--- config.mk ---
export PLATFORM = sky130hd
export DESIGN_NAME = psum_writeback
export DESIGN_NICKNAME = d
export VERILOG_FILES = /design/src/rtl/psum_writeback.sv
export SDC_FILE = /design/constraint.sdc
export NUM_CORES = 1
export LEC_CHECK = 0
export BUFFER_PORTS_ARGS = -buffer_cell sky130_fd_sc_hd__buf_2
export CAP_MARGIN = 30
export CORE_ASPECT_RATIO = 1.2
export CORE_MARGIN = 3
export CORE_UTILIZATION = 45
export CTS_CLUSTER_SIZE = 14
export DETAILED_ROUTE_END_ITERATION = 7
export HOLD_SLACK_MARGIN = 0.06
export PLACE_DENSITY = 0.74
export SYNTH_ARGS = -nofsm -noshare
export SYNTH_HDL_FRONTEND = slang
export SYNTH_SLANG_ARGS = --single-unit
--- constraint.sdc ---
create_clock -name i_clk -period 7.2 [get_ports i_clk]
set_clock_uncertainty 0.05 [all_clocks]
set_input_delay 0.72 -clock i_clk [delete_from_list [all_inputs] [get_ports i_clk]]
set_output_delay 0.72 -clock i_clk [all_outputs]
set_load 0.02 [all_outputs]
--- src/rtl/psum_writeback.sv ---
// Packs pairs of 32-bit partial sums from a PE row into 64-bit psum memory words.
// An odd trailing psum is written alone into the low half with byte enables 8'h0F.
module psum_writeback #(
  parameter int ADDR_W = 32,
  parameter int CNT_W  = 16
) (
  input  logic              i_clk,
  input  logic              i_rst,
  input  logic              i_start,
  input  logic [ADDR_W-1:0] i_base_addr,
  input  logic [CNT_W-1:0]  i_num_psums,
  input  logic              i_in_valid,
  input  logic [31:0]       i_in_data,
  output logic              o_in_ready,
  output logic [7:0]        o_mem_we,
  output logic [ADDR_W-1:0] o_mem_addr,
  output logic [63:0]       o_mem_din,
  output logic              o_busy,
  output logic              o_done
);

  typedef enum logic [1:0] {
    S_IDLE  = 2'd0,
    S_RUN   = 2'd1,
    S_FLUSH = 2'd2,
    S_DONE  = 2'd3
  } state_t;

  state_t              r_state;
  state_t              w_next;
  logic [ADDR_W-1:0]   r_base;
  logic [CNT_W-1:0]    r_num;
  logic [CNT_W-1:0]    r_cnt;
  logic [ADDR_W-1:0]   r_widx;
  logic [31:0]         r_low;
  logic [7:0]          r_mem_we;
  logic [ADDR_W-1:0]   r_mem_addr;
  logic [63:0]         r_mem_din;
  logic                w_xfer;
  logic                w_last;
  logic                w_take_job;

  assign o_in_ready = (r_state == S_RUN) && (r_cnt < r_num);
  assign w_xfer     = i_in_valid && o_in_ready;
  // r_num is nonzero whenever RUN is active, so the decrement cannot underflow there.
  assign w_last     = (r_cnt == (r_num - {{(CNT_W-1){1'b0}}, 1'b1}));
  assign w_take_job = (r_state == S_IDLE) && i_start && (i_num_psums != {CNT_W{1'b0}});

  assign o_mem_we   = r_mem_we;
  assign o_mem_addr = r_mem_addr;
  assign o_mem_din  = r_mem_din;
  assign o_busy     = (r_state != S_IDLE);
  assign o_done     = (r_state == S_DONE);

  always_ff @(posedge i_clk or posedge i_rst) begin
    if (i_rst) begin
      r_state <= S_IDLE;
    end else begin
      r_state <= w_next;
    end
  end

  always_comb begin
    w_next = r_state;
    case (r_state)
      S_IDLE: begin
        if (i_start) begin
          w_next = (i_num_psums == {CNT_W{1'b0}}) ? S_DONE : S_RUN;
        end else begin
          w_next = S_IDLE;
        end
      end
      S_RUN: begin
        if (w_xfer && w_last) begin
          w_next = r_num[0] ? S_FLUSH : S_DONE;
        end else begin
          w_next = S_RUN;
        end
      end
      S_FLUSH: w_next = S_DONE;
      S_DONE:  w_next = S_IDLE;
      default: w_next = S_IDLE;
    endcase
  end

  // The lone-psum write is registered on the final transfer so it is visible during FLUSH.
  always_ff @(posedge i_clk or posedge i_rst) begin
    if (i_rst) begin
      r_base     <= {ADDR_W{1'b0}};
      r_num      <= {CNT_W{1'b0}};
      r_cnt      <= {CNT_W{1'b0}};
      r_widx     <= {ADDR_W{1'b0}};
      r_low      <= 32'h0000_0000;
      r_mem_we   <= 8'h00;
      r_mem_addr <= {ADDR_W{1'b0}};
      r_mem_din  <= 64'h0;
    end else begin
      r_mem_we <= 8'h00;
      if (w_take_job) begin
        r_base <= i_base_addr;
        r_num  <= i_num_psums;
        r_cnt  <= {CNT_W{1'b0}};
        r_widx <= {ADDR_W{1'b0}};
      end else if (w_xfer) begin
        r_cnt <= r_cnt + {{(CNT_W-1){1'b0}}, 1'b1};
        if (r_cnt[0] == 1'b0) begin
          r_low <= i_in_data;
          if (w_last) begin
            r_mem_we   <= 8'h0F;
            r_mem_addr <= r_base + r_widx;
            r_mem_din  <= {32'h0000_0000, i_in_data};
            r_widx     <= r_widx + {{(ADDR_W-1){1'b0}}, 1'b1};
          end
        end else begin
          r_mem_we   <= 8'hFF;
          r_mem_addr <= r_base + r_widx;
          r_mem_din  <= {i_in_data, r_low};
          r_widx     <= r_widx + {{(ADDR_W-1){1'b0}}, 1'b1};
        end
      end
    end
  end

endmodule

==> impl_metrics.py, run 1 <==
metrics = {
    "run_status": {
        "status": "finished, final reports clean",
    },
    "worst_setup_path": {
        "startpoint_type": "register",
        "cp-end-kind": "register",
        "worstSetupPathType": "register to register",
        "critPathArrivalTime_ns": 4.92,
        "cp.required_ns": 7.52,
        "crit_fanout": 88,
    },
    "die": {
        "start_util_pct": 46.39,
        "dieArea_um2": 28760,
        "row_count": 64,
        "coreArea_um2": 25940,
        "die_h_um": 185.2,
        "die_w_um": 155.3,
        "io_pins": 191,
    },
    "global_route": {
        "grt_pass1_wl_um": 50180,
        "grt_max_degree": 102,
        "grt_pass1_vias": 10018,
        "antenna_found_initial": 1,
        "globalRouteOverflowTotal": 0,
        "grt_usage_pct": 21.06,
    },
    "timing": {
        "setup_viol": 0,
        "finalCritPeriodShare_pct": 63.98,
        "final-max-slew-violation-count": 0,
        "tightest_slew_ns": 0.9704,
        "relSlewSlack_pct": 35.31,
        "tns_ns": 0,
        "final.min_clock_period_ns": 4.607,
        "final-hold-violation-count": 0,
        "fmax_mhz": 217.1,
        "rsz0062_at_grt": "no",
    },
    "cts": {
        "clk_latency_ns": 0.53,
        "cts_buffers": 26,
        "cts_setup_buffers": 0,
        "htree_levels": 1,
        "cts_tree": "yes",
        "path_clk_slew_ns": 0.06,
        "numClockSinks": 228,
        "cts_hold_buffers": 0,
        "cts-root-buf": "clkbuf_16",
        "cts.repair.resized": 0,
        "clockBufferDepth": 3,
    },
    "route": {
        "ant_nets": 0,
        "drt_iter0_drc": 468,
        "routed_wl_um": 30720,
        "vias": 10009,
        "viasPerCell": 5.582,
        "drcViolationCount": 0,
        "wl_per_cell_um": 17.13,
        "drtPass1Iterations": 5,
    },
    "finish": {
        "fin_util_pct": 54.53,
        "syn2layout_area_growth_pct": 17.54,
        "drive_gt1_share_pct": 19.56,
        "nets": 1579,
        "fillers": 2330,
    },
    "power_and_ir_drop": {
        "p_per_area_nw_per_um2": 331.3,
        "power.switching_w": 0.001669,
        "p_sw_share_pct": 35.60,
        "ir_worst_vdd_v": 0.0002066,
        "p_int_w": 0.003018,
        "seqPwrFrac_pct": 40.1,
        "combPwrFrac_pct": 30.1,
        "leakage_nw": 6.903,
        "clock_power_share_pct": 29.8,
    },
    "synthesis": {
        "synth-edff-count": 0,
        "synthAdderAreaFrac_pct": 5.364,
        "synth_top_family_by_area": "simple AND/OR/NAND/NOR gates",
        "synth_seq_cells": 228,
        "synthSimpleGateAreaFrac_pct": 19.47,
        "synth-seq-area-share_pct": 47.40,
        "netlist_area_um2": 12040,
        "syn_nets": 1421,
        "synth_compound_area_share_pct": 13.48,
        "synth.distinct_cells": 65,
        "async_reset_ff_share_pct": 100.0,
        "synth_xor_area_share_pct": 4.366,
        "yosys_warnings": 0,
        "syn_area_per_cell_um2": 9.360,
        "ys.flop_type": "dfrtp_1",
        "synthMuxAreaShare_pct": 6.091,
        "synthCells": 1286,
    },
    "placed_design": {
        "dpl.hpwl_um": 21420,
        "gp_congestion": 0.8730,
        "io_buffers": 190,
    },
    "hold_path": {
        "min_path_type": "primary input to async pin",
    },
    "job": {
        "max_cap_violations": 0,
    },
}
==> metal layers <==
metal,track usage (%),up-vias,wire length [um]
li1,-,4831,-
met1,26.01,4830,12700
met2,36.95,285,15060
met3,4.744,63,2058
met4,6.375,0,905
met5,0,-,0
==> power groups by stage <==
| stage | clock network, W | registers [W] | logic (W) |
|---|---|---|---|
| 2_1_floorplan | 0 | 0.00211 | 0.000716 |
| 3_3_place_gp | 0 | 0.00188 | 0.00139 |
| 6_report | 0.00140 | 0.00188 | 0.00141 |
| 3_5_place_dp | 0 | 0.00190 | 0.00143 |
| 5_1_grt | 0.00147 | 0.00193 | 0.00157 |
| 4_1_cts | 0.00142 | 0.00188 | 0.00143 |
==> state kept, by name, indices dropped and copies added, names as in the netlist <==
signal	count
o_mem_din	64
r_state	2
r_base	32
o_mem_we	2
r_low	32
r_num	16
r_widx	32
r_cnt	16
o_mem_addr	32
==> critical path, stage by stage, from the launching register on <==
cell      delay (ns)
dfrtp_1         0.41
inv_1           0.09
ha_1            0.27
nor2b_1         0.20
o211ai_1        0.11
a211oi_1        0.43
o32ai_4         0.15
buf_4           0.29
and2_1          0.51
nor2_4          0.85
buf_4           0.77
o21ai_0         0.24
==> metrics by stage <==
stage,worst slack (ns),cell area [um2],hold WS [ns],std cells,power (W)
2_1_floorplan,0.1821,12040,0.4023,1286,0.002830
3_3_place_gp,2.734,13190,0.3968,1744,0.003266
3_5_place_dp,2.534,13220,0.4026,1745,0.003322
4_1_cts,2.505,14120,0.3042,1791,0.004736
5_1_grt,2.123,14140,0.3138,1792,0.004966
6_report,2.593,14150,0.2807,1793,0.004687
==> worst paths after layout <==
kind | startpoint | end | slack (ns) | depth (start not counted)
min in group i_clk | i_base_addr[23] | r_base[23] | 0.33 | 3
max in group asynchronous | i_rst | r_base[16] | 5.62 | 3
min reg2reg | o_mem_din[38] | o_mem_din[38] | 0.42 | 2
max reg2reg | r_num[1] | o_mem_din[5] | 2.59 | 11
min | i_rst | o_mem_din[20] | 0.28 | 2
max | r_num[1] | o_mem_din[5] | 2.59 | 11
==> synthesized netlist by cell type, types with 13 or more instances <==
cell type / instances / share of area, %
nand4_1: 13 / 0.68
clkbuf_1: 51 / 1.6
nand3_1: 63 / 2.6
dfrtp_1: 228 / 47
mux2i_1: 35 / 2.9
o31ai_1: 22 / 1.4
xor2_1: 34 / 2.5
nor3_1: 13 / 0.54
xnor2_1: 26 / 1.9
mux2_2: 34 / 3.2
nand2_1: 272 / 8.5
or4_1: 16 / 1.0
and3_1: 21 / 1.1
o21ai_0: 101 / 4.2
inv_1: 39 / 1.2
a21oi_1: 56 / 2.3
nor2_1: 45 / 1.4
ha_1: 50 / 5.2
==> cells in the final DEF, fill, tap and decap left out, drive strengths merged, types with 10 or more instances in the layout <==
cell type  count
nand4         13
and2          12
mux2i         35
nor2          46
inv           39
a21o          10
nand2        272
nor3          13
and3          21
a21oi         56
o211ai        11
ha            50
buf          200
o31ai         22
nand3         64
xor2          34
clkbuf        36
mux2          34
or4           16
nor4          11
dfrtp        228
xnor2         26
or3           10
o21ai        102
==> area by class of cell <==
type | instances | area, um2 | area share (%)
antenna | 1 | 2.502 | 0.01769
multi-input combinational | 948 | 5899 | 41.70
timing repair buffer | 200 | 1066 | 7.535
tap | 330 | 412.9 | 2.919
clock inverter | 10 | 152.6 | 1.079
sequential | 228 | 5707 | 40.34
clock buffer | 36 | 749.5 | 5.298
inverter | 40 | 157.7 | 1.114
==> logic make-up after synthesis <==
family | Yosys count
AND/OR/NAND/NOR | 505
AO/OA/AOI/OAI | 263
flip-flops | 228
buffers and inverters | 110
multiplexers | 69
XOR/XNOR | 60
adder cells (fa/ha/maj) | 51
No activity file was read; power rests on OpenSTA's default activity.
==> run 2, diff against run 1 <==
--- a/config.mk
+++ b/config.mk
@@ -5,6 +5,7 @@
 export SDC_FILE = /design/constraint.sdc
 export NUM_CORES = 1
 export LEC_CHECK = 0
+export ABC_AREA = 1
 export BUFFER_PORTS_ARGS = -buffer_cell sky130_fd_sc_hd__buf_2
 export CAP_MARGIN = 30
 export CORE_ASPECT_RATIO = 1.2
@@ -13,7 +14,7 @@
 export CTS_CLUSTER_SIZE = 14
 export DETAILED_ROUTE_END_ITERATION = 7
 export HOLD_SLACK_MARGIN = 0.06
-export PLACE_DENSITY = 0.74
+export PLACE_DENSITY = 0.71
 export SYNTH_ARGS = -nofsm -noshare
 export SYNTH_HDL_FRONTEND = slang
 export SYNTH_SLANG_ARGS = --single-unit
==> constraint.sdc (replaced) <==
create_clock -name i_clk -period 4.4 [get_ports i_clk]
set_clock_uncertainty 0.05 [all_clocks]
set_input_delay 0.44 -clock i_clk [delete_from_list [all_inputs] [get_ports i_clk]]
set_output_delay 0.44 -clock i_clk [all_outputs]
set_load 0.02 [all_outputs]
==> run 2 against run 1 <==
Effect of this change:
- fmax grew 36%
- sequential power grew 78%
- via count grew 17%
- critical path depth is the same
- area after synthesis grew 9.0%
- flip-flop and latch count is the same
- count of clock-buffer cells in the layout grew 2
- die area grew 8.7%
- cell count grew 23%
- sequential share of layout area shrank 2.7 points
- combinational power grew 130%
- largest power group unchanged
==> impl_metrics.py, run 2 <==
metrics = {
    "run_status": {
        "status": "finished, final reports clean",
    },
    "timing": {
        "tightest_slew_ns": 0.9612,
        "setup_slack_ns": 1.009,
        "final-hold-violation-count": 0,
        "finalCritPeriodShare_pct": 77.07,
        "relSlewSlack_pct": 35.92,
        "setup_viol": 0,
        "fmax_mhz": 294.9,
        "rsz0062_at_grt": "no",
        "tns_ns": 0,
        "final-max-slew-violation-count": 0,
        "final.min_clock_period_ns": 3.391,
    },
    "synthesis": {
        "ys.flop_type": "dfrtp_1",
        "netlist_area_um2": 13120,
        "syn_nets": 1787,
        "synth-edff-count": 0,
        "synth_seq_cells": 228,
        "synth-seq-area-share_pct": 43.49,
        "async_reset_ff_share_pct": 100.0,
        "synth.largest_area_cell": "dfrtp_1",
        "yosysMostFrequentCell": "nand2_1",
        "synth.distinct_cells": 36,
        "yosys_warnings": 0,
        "synthCells": 1652,
        "synthTopCellsByCount": "505 x nand2_1, 228 x dfrtp_1, 135 x inv_1",
        "synth_top_area_share_pct": 43.49,
        "yosys-top-cells-area": "dfrtp_1 43%, nand2_1 14%, nand3_1 5.1%",
        "syn_area_per_cell_um2": 7.942,
    },
    "global_route": {
        "grt_max_degree": 158,
        "grt_pass1_vias": 11212,
        "globalRouteOverflowTotal": 0,
        "grt_pass1_wl_um": 58020,
        "grt.met2_usage_pct": 37.24,
        "met1_usage_pct": 31.17,
        "grt_usage_pct": 22.55,
        "use_met3_pct": 5.043,
        "antenna_found_initial": 2,
        "busiest_layer": "met2",
    },
    "finish": {
        "antenna_cells": 0,
        "final_cell_mix": "504 x nand2_1, 227 x dfrtp_1, 190 x buf_2",
        "final_common_cell": "nand2_1",
        "stdcell_count": 2209,
        "drive_gt1_share_pct": 15.68,
        "fin_area_um2": 15170,
        "largest_register_ffs": 64,
        "syn2layout_area_growth_pct": 15.61,
        "nets": 1949,
    },
    "job": {
        "max_cap_violations": 0,
    },
    "route": {
        "vias": 11661,
        "drtPass1Iterations": 5,
        "ant_nets": 0,
        "drcViolationCount": 0,
        "viasPerCell": 5.279,
        "wl_per_cell_um": 16.07,
        "routed_wl_um": 35490,
        "drt_iter0_drc": 942,
    },
    "die": {
        "die_w_um": 161.9,
        "io_pins": 191,
        "coreArea_um2": 28330,
        "row_count": 67,
        "die_h_um": 193.1,
        "dieArea_um2": 31250,
        "start_util_pct": 46.30,
    },
    "worst_setup_path": {
        "reg2reg_depth": 11,
        "startpoint_type": "register",
        "critPathArrivalTime_ns": 3.73,
        "cp-endpoint": "o_mem_addr[30]",
        "worstSetupPathType": "register to register",
        "rr_startpoint": "r_widx[0]",
        "r2r_slack_ns": 1.01,
        "worstSetupStartpoint": "r_widx[0]",
        "worstReg2RegEnd": "o_mem_addr[30]",
        "cp-end-kind": "register",
        "crit_fanout": 4,
        "cp.required_ns": 4.74,
    },
    "placed_design": {
        "dp_slack_ns": 1.065,
        "gp_congestion": 0.9628,
        "dp_cells": 2165,
        "placed_area_um2": 14340,
        "io_buffers": 190,
        "dpl.hpwl_um": 25580,
    },
    "cts": {
        "numClockSinks": 228,
        "htree_levels": 1,
        "path_clk_slew_ns": 0.06,
        "clockBufferDepth": 3,
        "cts.repair.resized": 0,
        "cts_tree": "yes",
        "cts_hold_buffers": 1,
        "cts_buffers": 25,
        "cts_setup_buffers": 0,
        "clk_latency_ns": 0.53,
        "cts-root-buf": "clkbuf_16",
    },
    "power_and_ir_drop": {
        "p_sw_share_pct": 40.28,
        "leakage_nw": 7.903,
        "combPwrFrac_pct": 37.6,
        "p_int_w": 0.005205,
        "p_per_area_nw_per_um2": 574.7,
        "clock_power_share_pct": 24.0,
        "report.power.total_w": 0.008717,
        "seqPwrFrac_pct": 38.3,
        "ir_worst_vdd_v": 0.0004568,
        "power.switching_w": 0.003512,
    },
    "hold_path": {
        "min_path_type": "primary input to register",
        "min_from": "i_base_addr[17]",
    },
}
-- run 2: logic make-up (layout without fill, tap and decap cells) --
| logic type | count (synthesis) | after routing | share of synthesized area [%] |
|---|---|---|---|
| muxes | 63 | 63 | 5.102 |
| xor gates and xnor gates | 75 | 75 | 5.007 |
| and+or+nand+nor | 860 | 860 | 27.97 |
| buffers and inverters | 203 | 381 | 6.695 |
| AOI/OAI and AO/OA | 172 | 172 | 6.819 |
| DFF | 228 | 228 | 43.49 |
| adders and majority gates | 51 | 51 | 4.921 |
-- run 2: through the flow --
stage / hold WS, ns / util (%)
after floorplan: 0.3916 / -
after global placement: 0.4010 / 50.53
after detailed placement: 0.4028 / 50.62
after CTS: 0.07304 / 53.53
after global routing: 0.08233 / 53.53
final: 0.09268 / 53.53
-- run 2: worst min-delay path by stage --
stage,endpoint,cells past startpoint
finish,r_base[17],2
global route,r_base[18],2
CTS,r_base[2],2
detailed placement,o_mem_din[44],2
global placement,o_mem_din[51],2
floorplan,r_low[0],2
-- run 2: power groups by stage --
stage | Clock (W) | Sequential (W) | Combinational, W
detailed placement | 0 | 0.00335 | 0.00330
CTS | 0.00214 | 0.00334 | 0.00331
finish | 0.00209 | 0.00334 | 0.00328
global placement | 0 | 0.00334 | 0.00322
global route | 0.00224 | 0.00343 | 0.00367
floorplan | 0 | 0.00377 | 0.00180
-- run 2: final cells by class --
class,instances,area [um2]
inverters,136,514.2
repair buffers,202,1101
clock buffers,38,754.5
flip-flops and latches,228,5707
fillers,2753,13170
well taps,379,474.2
clock inverters,5,60.06
multi-input cells,1221,6558
-- run 2: worst max-delay path: stages, from the launching register on --
cell	delay, ns
dfrtp_1	0.44
ha_1	0.23
inv_1	0.07
fa_1	0.41
o21ai_0	0.51
a21boi_0	0.35
o21ai_0	0.64
nand3_1	0.19
nand2_1	0.12
nand2_1	0.05
nand2_1	0.09
o21ai_1	0.09
-- run 2: layer usage --
metal	up-vias	share of wire (%)
met5	-	0.076
met1	5558	45
li1	5728	-
met3	36	7.2
met2	335	47
met4	4	1.2
==> run 3, diff against run 2 <==
--- a/config.mk
+++ b/config.mk
@@ -14,7 +14,7 @@
 export CTS_CLUSTER_SIZE = 14
 export DETAILED_ROUTE_END_ITERATION = 7
 export HOLD_SLACK_MARGIN = 0.06
-export PLACE_DENSITY = 0.71
+export PLACE_DENSITY = 0.74
 export SYNTH_ARGS = -nofsm -noshare
 export SYNTH_HDL_FRONTEND = slang
 export SYNTH_SLANG_ARGS = --single-unit
==> constraint.sdc (replaced) <==
create_clock -name i_clk -period 3.1 [get_ports i_clk]
set_clock_uncertainty 0.05 [all_clocks]
set_input_delay 0.31 -clock i_clk [delete_from_list [all_inputs] [get_ports i_clk]]
set_output_delay 0.31 -clock i_clk [all_outputs]
set_load 0.02 [all_outputs]
==> run 3 against run 2 <==
Effect of this change:
- setup slack got worse by 0.69 ns
- flip-flop and latch count stayed put
- sequential power is 43% higher
- global-route usage rose by 1.7 points
- via count rose by 3.9%
==> impl_metrics.py, run 3 (synthesis results as in run 2) <==
metrics = {
    "route": {
        "viasPerCell": 5.261,
        "wl_per_cell_um": 16.53,
        "drtPass1Iterations": 5,
        "drt_iter0_drc": 943,
        "drcViolationCount": 0,
        "vias": 12110,
        "ant_nets": 0,
        "routed_wl_um": 38050,
    },
    "power_and_ir_drop": {
        "leakage_nw": 8.358,
        "ir_worst_vdd_v": 0.0007025,
        "p_sw_share_pct": 39.46,
        "clock_power_share_pct": 26.4,
        "p_int_w": 0.007864,
        "combPwrFrac_pct": 36.9,
        "power.switching_w": 0.005126,
        "seqPwrFrac_pct": 36.7,
        "p_per_area_nw_per_um2": 801.8,
    },
    "global_route": {
        "grt_max_degree": 99,
        "antenna_found_initial": 0,
        "globalRouteOverflowTotal": 0,
        "grt_pass1_vias": 12102,
        "grt_pass1_wl_um": 62230,
        "grt_usage_pct": 24.30,
    },
    "worst_setup_path": {
        "cp_slowest_cell": "dfrtp_1",
        "worstReg2RegEnd": "o_mem_addr[7]",
        "crit_top_cell": "nand2_1",
        "cp_cell_sequence": "inv_1 > ha_1 > inv_1 > nor2_1 > nand3_1 > o21bai_1 > a21oi_1 > nand2_1 > nor2_1 > nand2_1 > nand2_4 > nand2_8 > buf_6 > nand2_1 > o21ai_1",
        "critPathArrivalTime_ns": 3.19,
        "rr_startpoint": "r_num[0]",
        "path_buf_inv": 3,
        "cpPeakStageDelay_ns": 0.40,
        "r2r_slack_ns": 0.32,
        "worstSetupPathType": "register to register",
        "crit_fanout": 51,
        "cp-end-kind": "register",
        "reg2reg_depth": 15,
        "cpLargestDelayFamily": "simple AND/OR/NAND/NOR gates",
        "cp.required_ns": 3.51,
        "startpoint_type": "register",
    },
    "finish": {
        "syn2layout_area_growth_pct": 23.49,
        "drive_gt1_share_pct": 15.70,
        "largest_register_ffs": 64,
        "final_common_cell": "nand2_1",
        "antenna_cells": 0,
        "fin_util_pct": 57.18,
        "final_cell_mix": "504 x nand2_1, 227 x dfrtp_1, 190 x buf_2",
        "area.sequential_um2": 5707,
        "nets": 2040,
        "multiInputGateArea_um2": 6558,
        "fillers": 2556,
    },
    "cts": {
        "htree_levels": 1,
        "clockBufferDepth": 3,
        "clk_latency_ns": 0.55,
        "cts_tree": "yes",
        "cts-root-buf": "clkbuf_16",
        "numClockSinks": 228,
        "path_clk_slew_ns": 0.07,
        "cts_setup_buffers": 0,
        "cts_buffers": 26,
    },
    "placed_design": {
        "dpl.hpwl_um": 27120,
        "gp_congestion": 0.9330,
        "io_buffers": 190,
        "dp_slack_ns": 0.2133,
    },
    "timing": {
        "finalCritPeriodShare_pct": 89.55,
        "fmax_mhz": 360.2,
        "setup_slack_ns": 0.3238,
        "tightest_slew_ns": 0.9579,
        "final-hold-violation-count": 0,
        "tns_ns": 0,
        "final-max-slew-violation-count": 0,
        "final.min_clock_period_ns": 2.776,
        "relSlewSlack_pct": 36.14,
        "rsz0062_at_grt": "no",
        "setup_viol": 0,
    },
    "die": {
        "coreArea_um2": 28330,
        "die_w_um": 161.9,
        "row_count": 67,
        "io_pins": 191,
        "die_h_um": 193.1,
        "dieArea_um2": 31250,
        "start_util_pct": 46.30,
    },
    "hold_path": {
        "min_path_type": "primary input to async pin",
    },
    "run_status": {
        "status": "finished, final reports clean",
    },
    "job": {
        "max_cap_violations": 0,
    },
}
run 3: worst min-delay path: cells and delay by family:
family / cells / cell delay (ns)
buf+inv: 3 / 0.95
run 3: how the worst max path moves through the flow:
stage                          end      start  cells after the start
global placement    o_mem_addr[18]  r_widx[0]                     12
floorplan            o_mem_addr[0]      i_rst                      1
CTS                 o_mem_addr[30]  r_widx[0]                     12
finish               o_mem_addr[7]   r_num[0]                     15
global route         o_mem_din[19]   r_num[0]                     15
detailed placement  o_mem_addr[30]  r_widx[0]                     12
run 3: stage by stage:
| step | power, W | instances | hold WS (ns) | instance area [um2] |
|---|---|---|---|---|
| CTS | 0.01307 | 2302 | 0.2597 | 16200 |
| finish | 0.01299 | 2302 | 0.2638 | 16200 |
| floorplan | 0.007908 | 1652 | 0.3766 | 13120 |
| global placement | 0.009370 | 2174 | 0.2751 | 14430 |
| detailed placement | 0.009498 | 2174 | 0.2728 | 14430 |
| global route | 0.01384 | 2302 | 0.2873 | 16200 |
run 3: routing by layer:
metal | vias to the layer above | routed length [um] | part of all wire (%) | track usage (%)
met4 | 0 | 947 | 2.5 | 7.155
met3 | 65 | 2481 | 6.5 | 4.380
met5 | - | 0 | 0 | 0
li1 | 5927 | - | - | -
met1 | 5740 | 16470 | 43 | 32.22
met2 | 378 | 18140 | 48 | 41.01
run 3: cell type report:
type,count,area share [%]
Clock inverter,15,1.467
Inverter,136,3.174
Timing Repair Buffer,292,12.35
Tap cell,379,2.927
Clock buffer,31,4.386
Multi-Input combinational cell,1221,40.47
Sequential cell,228,35.22
run 3: repair_timing:
| item | 4_1_cts | 5_1_grt |
|---|---|---|
| setup endpoints to repair | 0 | 3 |
| gates resized for setup | 0 | 2 |
| hold endpoints to repair | 148 | 0 |
| hold buffers | 82 | 0 |
run 3: power by group through the flow:
| stage | Sequential (W) | Clock, W | Combinational [W] |
|---|---|---|---|
| after floorplan | 0.00535 | 0 | 0.00256 |
| after global placement | 0.00475 | 0 | 0.00462 |
| after detailed placement | 0.00478 | 0 | 0.00472 |
| after CTS | 0.00476 | 0.00349 | 0.00482 |
| after global routing | 0.00489 | 0.00360 | 0.00535 |
| final | 0.00477 | 0.00343 | 0.00480 |
